$ cat src/rtl/alu_pkg.sv
// Shared definitions for the wide ALU sequencer: alu op-field bit positions, FSM states, sizing helper.
// No logic; no latency; no flow control.
package alu_pkg;

    localparam int OP_ARITH = 3;
    localparam int OP_SHIFT = 2;
    localparam int OP_SUB   = 1;
    localparam int OP_CARRY = 0;

    typedef enum logic [1:0] {
        IDLE = 2'd0,
        RUN  = 2'd1,
        DONE = 2'd2
    } state_t;

    // Index width that never collapses to zero bits for a single-byte operand.
    function automatic int clog2_min1(input int n);
        int r;
        r = 0;
        for (int i = 0; i < 32; i++) begin
            if ((1 << r) < n) r++;
        end
        return (r < 1) ? 1 : r;
    endfunction

endpackage

$ cat src/rtl/byte_lane_mux.sv
// Selects one byte lane out of an NBYTES-wide word by index.
// Purely combinational, zero latency; no flow control.
module byte_lane_mux #(
    parameter int NBYTES = 2,
    parameter int IDXW   = 1
) (
    input  logic [8*NBYTES-1:0] d,
    input  logic [IDXW-1:0]     sel,
    output logic [7:0]          q
);

    always_comb begin
        q = '0;
        for (int i = 0; i < NBYTES; i++) begin
            if (sel == IDXW'(i)) q = d[i*8 +: 8];
        end
    end

endmodule

$ cat src/rtl/wide_alu_seq.sv
// Sequences an NBYTES-wide operation through an 8-bit combinational alu, one byte per cycle, chaining carry.
// Latency: request accepted at edge k -> rsp_valid from edge k+NBYTES; request-to-request period NBYTES+2.
// Backpressure: rsp_ready low holds DONE with outputs frozen; req_ready stays low until the response is taken.
module wide_alu_seq
    import alu_pkg::*;
#(
    parameter  int NBYTES = 2,
    localparam int IDXW   = clog2_min1(NBYTES)
) (
    input  logic                clk,
    input  logic                rst_n,
    input  logic                req_valid,
    output logic                req_ready,
    input  logic [8*NBYTES-1:0] req_a,
    input  logic [8*NBYTES-1:0] req_b,
    input  logic [3:0]          req_op,
    input  logic                req_xy,
    input  logic                req_cin,
    input  logic                req_msb_first,
    output logic                rsp_valid,
    input  logic                rsp_ready,
    output logic [8*NBYTES-1:0] rsp_q,
    output logic                rsp_cout,
    output logic [7:0]          alu_a,
    output logic [7:0]          alu_b,
    output logic [3:0]          alu_op,
    output logic                alu_xy,
    output logic                alu_cin,
    input  logic [7:0]          alu_q,
    input  logic                alu_cout
);

    state_t              state;
    logic [IDXW-1:0]     idx;
    logic [IDXW-1:0]     cnt;
    logic                carry;
    logic [8*NBYTES-1:0] a_reg;
    logic [8*NBYTES-1:0] b_reg;
    logic [8*NBYTES-1:0] res_reg;
    logic [3:0]          op_reg;
    logic                xy_reg;
    logic                cin_reg;
    logic                msb_reg;
    logic                rdy_reg;
    logic                vld_reg;

    logic [7:0]          a_byte;
    logic [7:0]          b_byte;
    logic                first_byte;

    byte_lane_mux #(.NBYTES(NBYTES), .IDXW(IDXW)) u_mux_a (
        .d   (a_reg),
        .sel (idx),
        .q   (a_byte)
    );

    byte_lane_mux #(.NBYTES(NBYTES), .IDXW(IDXW)) u_mux_b (
        .d   (b_reg),
        .sel (idx),
        .q   (b_byte)
    );

    assign first_byte = (cnt == '0);

    always_comb begin
        alu_a   = '0;
        alu_b   = '0;
        alu_op  = '0;
        alu_xy  = 1'b0;
        alu_cin = 1'b0;
        if (state == RUN) begin
            alu_a   = a_byte;
            alu_b   = b_byte;
            alu_xy  = xy_reg;
            alu_cin = first_byte ? cin_reg : carry;
            alu_op  = op_reg;
            // Upper bytes of add/sub must consume the chained carry/borrow.
            if (!first_byte && op_reg[OP_ARITH] && !op_reg[OP_SHIFT])
                alu_op[OP_CARRY] = 1'b1;
        end
    end

    always_ff @(posedge clk or negedge rst_n) begin
        if (!rst_n) begin
            state   <= IDLE;
            idx     <= '0;
            cnt     <= '0;
            carry   <= 1'b0;
            a_reg   <= '0;
            b_reg   <= '0;
            res_reg <= '0;
            op_reg  <= '0;
            xy_reg  <= 1'b0;
            cin_reg <= 1'b0;
            msb_reg <= 1'b0;
            rdy_reg <= 1'b0;
            vld_reg <= 1'b0;
        end else begin
            case (state)
                IDLE: begin
                    rdy_reg <= 1'b1;
                    if (req_valid && rdy_reg) begin
                        a_reg   <= req_a;
                        b_reg   <= req_b;
                        op_reg  <= req_op;
                        xy_reg  <= req_xy;
                        cin_reg <= req_cin;
                        msb_reg <= req_msb_first;
                        idx     <= req_msb_first ? IDXW'(NBYTES - 1) : '0;
                        cnt     <= '0;
                        rdy_reg <= 1'b0;
                        state   <= RUN;
                    end
                end
                RUN: begin
                    for (int i = 0; i < NBYTES; i++) begin
                        if (idx == IDXW'(i)) res_reg[i*8 +: 8] <= alu_q;
                    end
                    carry <= alu_cout;
                    cnt   <= cnt + 1'b1;
                    idx   <= msb_reg ? idx - 1'b1 : idx + 1'b1;
                    if (cnt == IDXW'(NBYTES - 1)) begin
                        state   <= DONE;
                        vld_reg <= 1'b1;
                    end
                end
                DONE: begin
                    if (rsp_ready) begin
                        state   <= IDLE;
                        vld_reg <= 1'b0;
                        rdy_reg <= 1'b1;
                    end
                end
                default: state <= IDLE;
            endcase
        end
    end

    assign req_ready = rdy_reg;
    assign rsp_valid = vld_reg;
    assign rsp_q     = res_reg;
    assign rsp_cout  = carry;

endmodule

$ cat config.mk
export PLATFORM = sky130hd
export DESIGN_NAME = wide_alu_seq
export DESIGN_NICKNAME = d
export VERILOG_FILES = /design/src/rtl/alu_pkg.sv /design/src/rtl/byte_lane_mux.sv /design/src/rtl/wide_alu_seq.sv
export SDC_FILE = /design/constraint.sdc
export NUM_CORES = 1
export LEC_CHECK = 0
export BUFFER_PORTS_ARGS = -buffer_cell sky130_fd_sc_hd__buf_2
export CAP_MARGIN = 15
export CORE_MARGIN = 4
export CORE_UTILIZATION = 56
export CTS_BUF_LIST = sky130_fd_sc_hd__clkbuf_4 sky130_fd_sc_hd__clkbuf_8
export CTS_CLUSTER_DIAMETER = 40
export DETAILED_ROUTE_END_ITERATION = 10
export PLACE_DENSITY_LB_ADDON = 0.25
export REMOVE_ABC_BUFFERS = 1
export SYNTH_ARGS = -nofsm -noshare
export SYNTH_HDL_FRONTEND = slang
export SYNTH_SLANG_ARGS = --single-unit
$ cat constraint.sdc
create_clock -name clk -period 2.6 [get_ports clk]
set_clock_uncertainty 0.05 [all_clocks]
set_input_delay 0.52 -clock clk [delete_from_list [all_inputs] [get_ports clk]]
set_output_delay 0.52 -clock clk [all_outputs]
set_load 0.005 [all_outputs]
==> Yosys cells after proc, flatten, opt, wreduce, memory -nomap -nowiden <==
Cells that the tools add are included.
{ "classes": {"add_sub_neg": 3, "n_eq_ne": 5, "mux": 25, "bitwise_logic": 1, "n_reduce_logical": 15} }
{ "op_table": {"columns": ["cell", "count"], "rows": [
  ["8-bit two-way mux", 4],
  ["1-bit two-way mux", 12],
  ["2-bit AND reduction", 5],
  ["1-bit case mux with 2 select lines", 4],
  ["2-bit two-way mux", 3],
  ["2-bit != test (second input constant)", 3],
  ["2-bit case mux with 3 select lines", 1],
  ["3-bit AND reduction", 2],
  ["2-bit nonzero test", 3],
  ["4-bit two-way mux", 1],
  ["1-bit logical AND", 3],
  ["1-bit adder (second input constant)", 2],
  ["2-bit by 1-bit == test with 1-bit output (second input constant)", 1],
  ["2-bit == test (second input constant)", 1],
  ["2-bit zero test", 1],
  ["1-bit zero test", 1],
  ["1-bit inverter", 1],
  ["1-bit subtractor (second input constant)", 1]
]} }
{ "totals": {"register_bits": 62, "in_bits": 52, "out_inout_bits": 41, "word_cells": 63} }

==> Logic depth before layout (Yosys ltp) <==
{ "logic_depth": {"word_depth": 4, "depth_mapped": 6, "mapped_depth_nobuf": 3} }

==> By module <==
From an unflattened synthesis, not the netlist that was laid out.
{ "unflattened": {"hier_cells": 195, "area_unflattened_um2": 2790.2} }
{ "modules_own_cells": {"columns": ["mod", "n_inst", "cells_each", "area_each_um2", "seq_area_each_um2"], "rows": [
  ["wide_alu_seq", 1, 177, 2527.4, 1526.5],
  ["byte_lane_mux", 2, 9, 131.4, 0.0]
]} }

==> Worst setup path after synthesis <==
No wires, ideal clock.
{ "synth_path": {"path_kind": "register to output", "start": "register idx", "end": "output alu_a[6]", "t_arrival_ns": 1.084, "required_ns": 2.030, "path_slack_ns": 0.946, "path_stages_with_launch": 5, "n_path_buf": 2, "path_cell_list": "dfrtp_1 buf_4 buf_2 mux2i_1 nor2_1"} }
{ "synth_via": {"elab_chain_len": 2} }
{ "synth_lines": {"columns": ["element", "line", "source"], "rows": [
  ["from (decl)", "wide_alu_seq.sv:34", "logic [IDXW-1:0] idx;"],
  ["from (signal assigned)", "wide_alu_seq.sv:109", "idx <= req_msb_first ? IDXW'(NBYTES - 1) : '0;"],
  ["from (signal assigned)", "wide_alu_seq.sv:121", "idx <= msb_reg ? idx - 1'b1 : idx + 1'b1;"],
  ["8-bit two-way mux", "byte_lane_mux.sv:15", "if (sel == IDXW'(i)) q = d[i*8 +: 8];"],
  ["8-bit two-way mux", "wide_alu_seq.sv:71", "if (state == RUN) begin"],
  ["to (decl)", "wide_alu_seq.sv:24", "output logic [7:0] alu_a,"]
]} }
Every way passes these cells.

==> Final worst setup path <==
{ "layout_path": {"start": "register state[1]", "end": "output alu_b[4]"} }
{ "layout_via": {"elab_chain_len": 2} }
{ "layout_lines": {"columns": ["element", "line", "source"], "rows": [
  ["from (decl)", "wide_alu_seq.sv:33", "state_t state;"],
  ["from (signal assigned)", "wide_alu_seq.sv:85", "state <= IDLE;"],
  ["from (signal assigned)", "wide_alu_seq.sv:112", "state <= RUN;"],
  ["from (signal assigned)", "wide_alu_seq.sv:123", "state <= DONE;"],
  ["2-bit by 1-bit == test with 1-bit output", "wide_alu_seq.sv:71", null],
  ["8-bit two-way mux", "wide_alu_seq.sv:71", null],
  ["to (decl)", "wide_alu_seq.sv:25", "output logic [7:0] alu_b,"]
]} }
Every way passes these cells.

==> out/qor.yml <==
run_status:
  status: "finished clean"
power:
  vdd_drop_max_uv: 738
  p_leak_uw: 0.00179
  power.density_mw_per_mm2: 1310
timing:
  whs_ns: 0.155
  fin_crit_ns: 2.39
  setup_slack_ns: 0.213
  finalHoldViolCount: 0
  period_share_pct: 91.8
  rsz0062_at_grt: "no"
  worstMarginPinSlew_ns: 0.595
  fmax_mhz: 419
  final_max_slew_viol_count: 0
  finalSetupViolCount: 0
  max_slew_margin_pct: 60.3
placement:
  place_hpwl_um: 3980
  pre_cts_ws_ns: 0.544
  gp_congestion: 0.764
  io_buffer_count: 92
drt:
  drcViolationCount: 0
  drtAntennaViolNets: 0
  finalWirelength_um: 5490
  first_pass_iters: 4
  via_count: 1826
  drt_iter0_markers: 127
  via_per_inst: 4.99
  wire_per_inst_um: 15.0
worst_setup_path:
  cpLargestDelayFamily: "flip-flops"
  crit_path_end: "alu_b[4]"
  timing.setup.critical_path_class: "flop to primary output"
  cp.depth: 4
  cp_max_fo: 13
  r2r_slack_ns: 0.72
  reg2reg_depth: 3
  worstPathRequired_ns: 2.03
  r2r-start: "state[1]$_DFFE_PN0P_"
  timing.rr.end: "a_reg[13]$_DFFE_PN0P_"
  max_stage_delay_ns: 0.56
  crit_arrival_ns: 1.82
  path_cells: "nand2b_1 > buf_4 > nor2_1 > buf_2"
  endpoint_kind: "primary output"
  crit_buf_inv: 2
  cp-start-kind: "flop"
  slowest_stage: "dfrtp_1"
  critPathLaunch: "state[1]$_DFFE_PN0P_"
cells_and_area:
  n_antenna_cell: 0
  nets: 347
  syn_to_final_growth_pct: 24.4
  nFillCells: 372
  final_cell_mix: "buf_2, dfrtp_1, mux2_4, nor2_1, mux2_2"
  final_common_cell: "buf_2"
  drive_gt1_share_pct: 56.9
global_routing:
  gr-total-overflow: 0
  grt_pass1_vias: 1995
  grt_usage_pct: 18.8
  antenna_found_initial: 0
  grt_max_degree: 62
  grt_pass1_wl_um: 9190
yosys:
  synth_compound_area_share_pct: 1.68
  synth_top_family_by_area: "multiplexers"
  synthXorXnorAreaFrac_pct: 0
  synthCells: 196
  synth_cell_types: 23
  syn_area_per_cell_sq_um: 14.4
  synth.area.mux_share_pct: 32.3
  synthSimpleGateAreaFrac_pct: 7.57
  ys_ff_latch: 61
  ys_warn_count: 0
  seq_area_frac_synth_pct: 54.0
  synth_fa_ha_area_share_pct: 0
  syn_area_sq_mm: 0.00283
clock_tree:
  clock_path_buffers: 2
  cts_tree: "yes"
  numCtsBuffers: 9
  cts_root_buffer: "clkbuf_8"
  post_cts_resized: 0
  cts.clk_slew.worst_paths_ns: 0.06
  cts_setup_buffers: 0
  cts_hold_buf: 0
  cts_max_level: 3
  insertion_delay_ns: 0.32
  cts_sinks: 61
floorplanning:
  rows: 25
  coreArea_sq_mm: 0.00482
  die_w_um: 79.1
  ios: 93
  initial_utilization_pct: 58.7
  die_area_sq_mm: 0.00625
  die_h_um: 79.1
worst_hold_path:
  min_path_type: "input port to asynchronous set/reset pin"
flow_run:
  drv_cap: 0
[stage by stage]
| step | cell area [sq um] | setup TNS (ns) | std cells | util (%) | power, uW |
|---|---|---|---|---|---|
| final | 3520 | 0 | 366 | 73.0 | 4620 |
| after floorplan | 2710 | -83.60 | 186 | - | 3170 |
| after global routing | 3520 | 0 | 366 | 73.0 | 4940 |
| after detailed placement | 3320 | 0 | 351 | 68.9 | 3830 |
| after CTS | 3520 | 0 | 366 | 73.0 | 4680 |
| after global placement | 3320 | 0 | 351 | 68.9 | 3770 |
[worst register-to-register path: cells and delay by family, from the launching register on]
kind | cells | cell delay (ns)
buffers and inverters | 1 | 0.48
flip-flops | 1 | 0.50
multiplexers | 1 | 0.41
AND/OR/NAND/NOR | 1 | 0.34
[Yosys cell counts]
| library cell | instances | share of area (%) |
|---|---|---|
| nand2_1 | 9 | 1.2 |
| inv_1 | 2 | 0.27 |
| and2b_1 | 2 | 0.53 |
| buf_4 | 2 | 0.53 |
| nor2_1 | 23 | 3.1 |
| nand2_2 | 1 | 0.22 |
| nor4bb_2 | 1 | 0.58 |
| buf_12 | 4 | 2.8 |
| nand2b_1 | 1 | 0.22 |
| a31oi_1 | 2 | 0.44 |
| nand3_1 | 1 | 0.18 |
| dfrtp_1 | 61 | 54 |
| mux2_2 | 18 | 7.2 |
| and2_1 | 3 | 0.66 |
| buf_2 | 1 | 0.18 |
| a21oi_1 | 3 | 0.53 |
| buf_6 | 1 | 0.40 |
| nor3b_4 | 1 | 0.66 |
| mux2_4 | 36 | 19 |
| or2b_1 | 1 | 0.27 |
| clkbuf_1 | 2 | 0.27 |
| o21ai_0 | 4 | 0.71 |
| mux2i_1 | 17 | 6.0 |
[routing by layer]
| metal | vias to the layer above | share of wire (%) | track usage [%] |
|---|---|---|---|
| met5 | - | 0 | 0 |
| met4 | 0 | 1.4 | 7.90 |
| met3 | 9 | 7.2 | 4.99 |
| met2 | 65 | 47 | 30.0 |
| met1 | 881 | 44 | 24.4 |
| li1 | 871 | - | - |
[cell type report]
cell class	instances	area [sq um]	share of cell area (%)
Sequential cell	61	1530	43.4
Multi-Input combinational cell	123	1180	33.6
Timing Repair Buffer	98	518	14.7
Clock buffer	11	151	4.30
Tap cell	67	83.8	2.38
Clock inverter	4	47.5	1.35
Inverter	2	7.51	0.213
[report_power, final]
group	internal [uW]	switching [uW]	total, uW
logic	1220	772	2000
registers	1440	350	1790
clock network	486	347	834
total	3150	1470	4620
[cells by family after synthesis]
family	count (synthesis)
and+or+nand+nor	43
muxes	71
DFF	61
buffers and inverters	12
AOI/OAI and AO/OA	9
[how the worst min path moves through the flow]
stage,endpoint,start,slack (ns),depth (start not counted)
after floorplan,a_reg[0]$_DFFE_PN0P_,rst_n,0.17,0
after global placement,rsp_q[15]$_DFFE_PN0P_,rsp_q[15]$_DFFE_PN0P_,0.43,1
after detailed placement,rsp_q[9]$_DFFE_PN0P_,rsp_q[9]$_DFFE_PN0P_,0.44,1
after CTS,rsp_q[5]$_DFFE_PN0P_,rst_n,0.16,2
after global routing,rsp_valid$_DFFE_PN0P_,rst_n,0.17,2
final,rsp_q[14]$_DFFE_PN0P_,rst_n,0.16,2
Power figures use the tool's default switching activity.
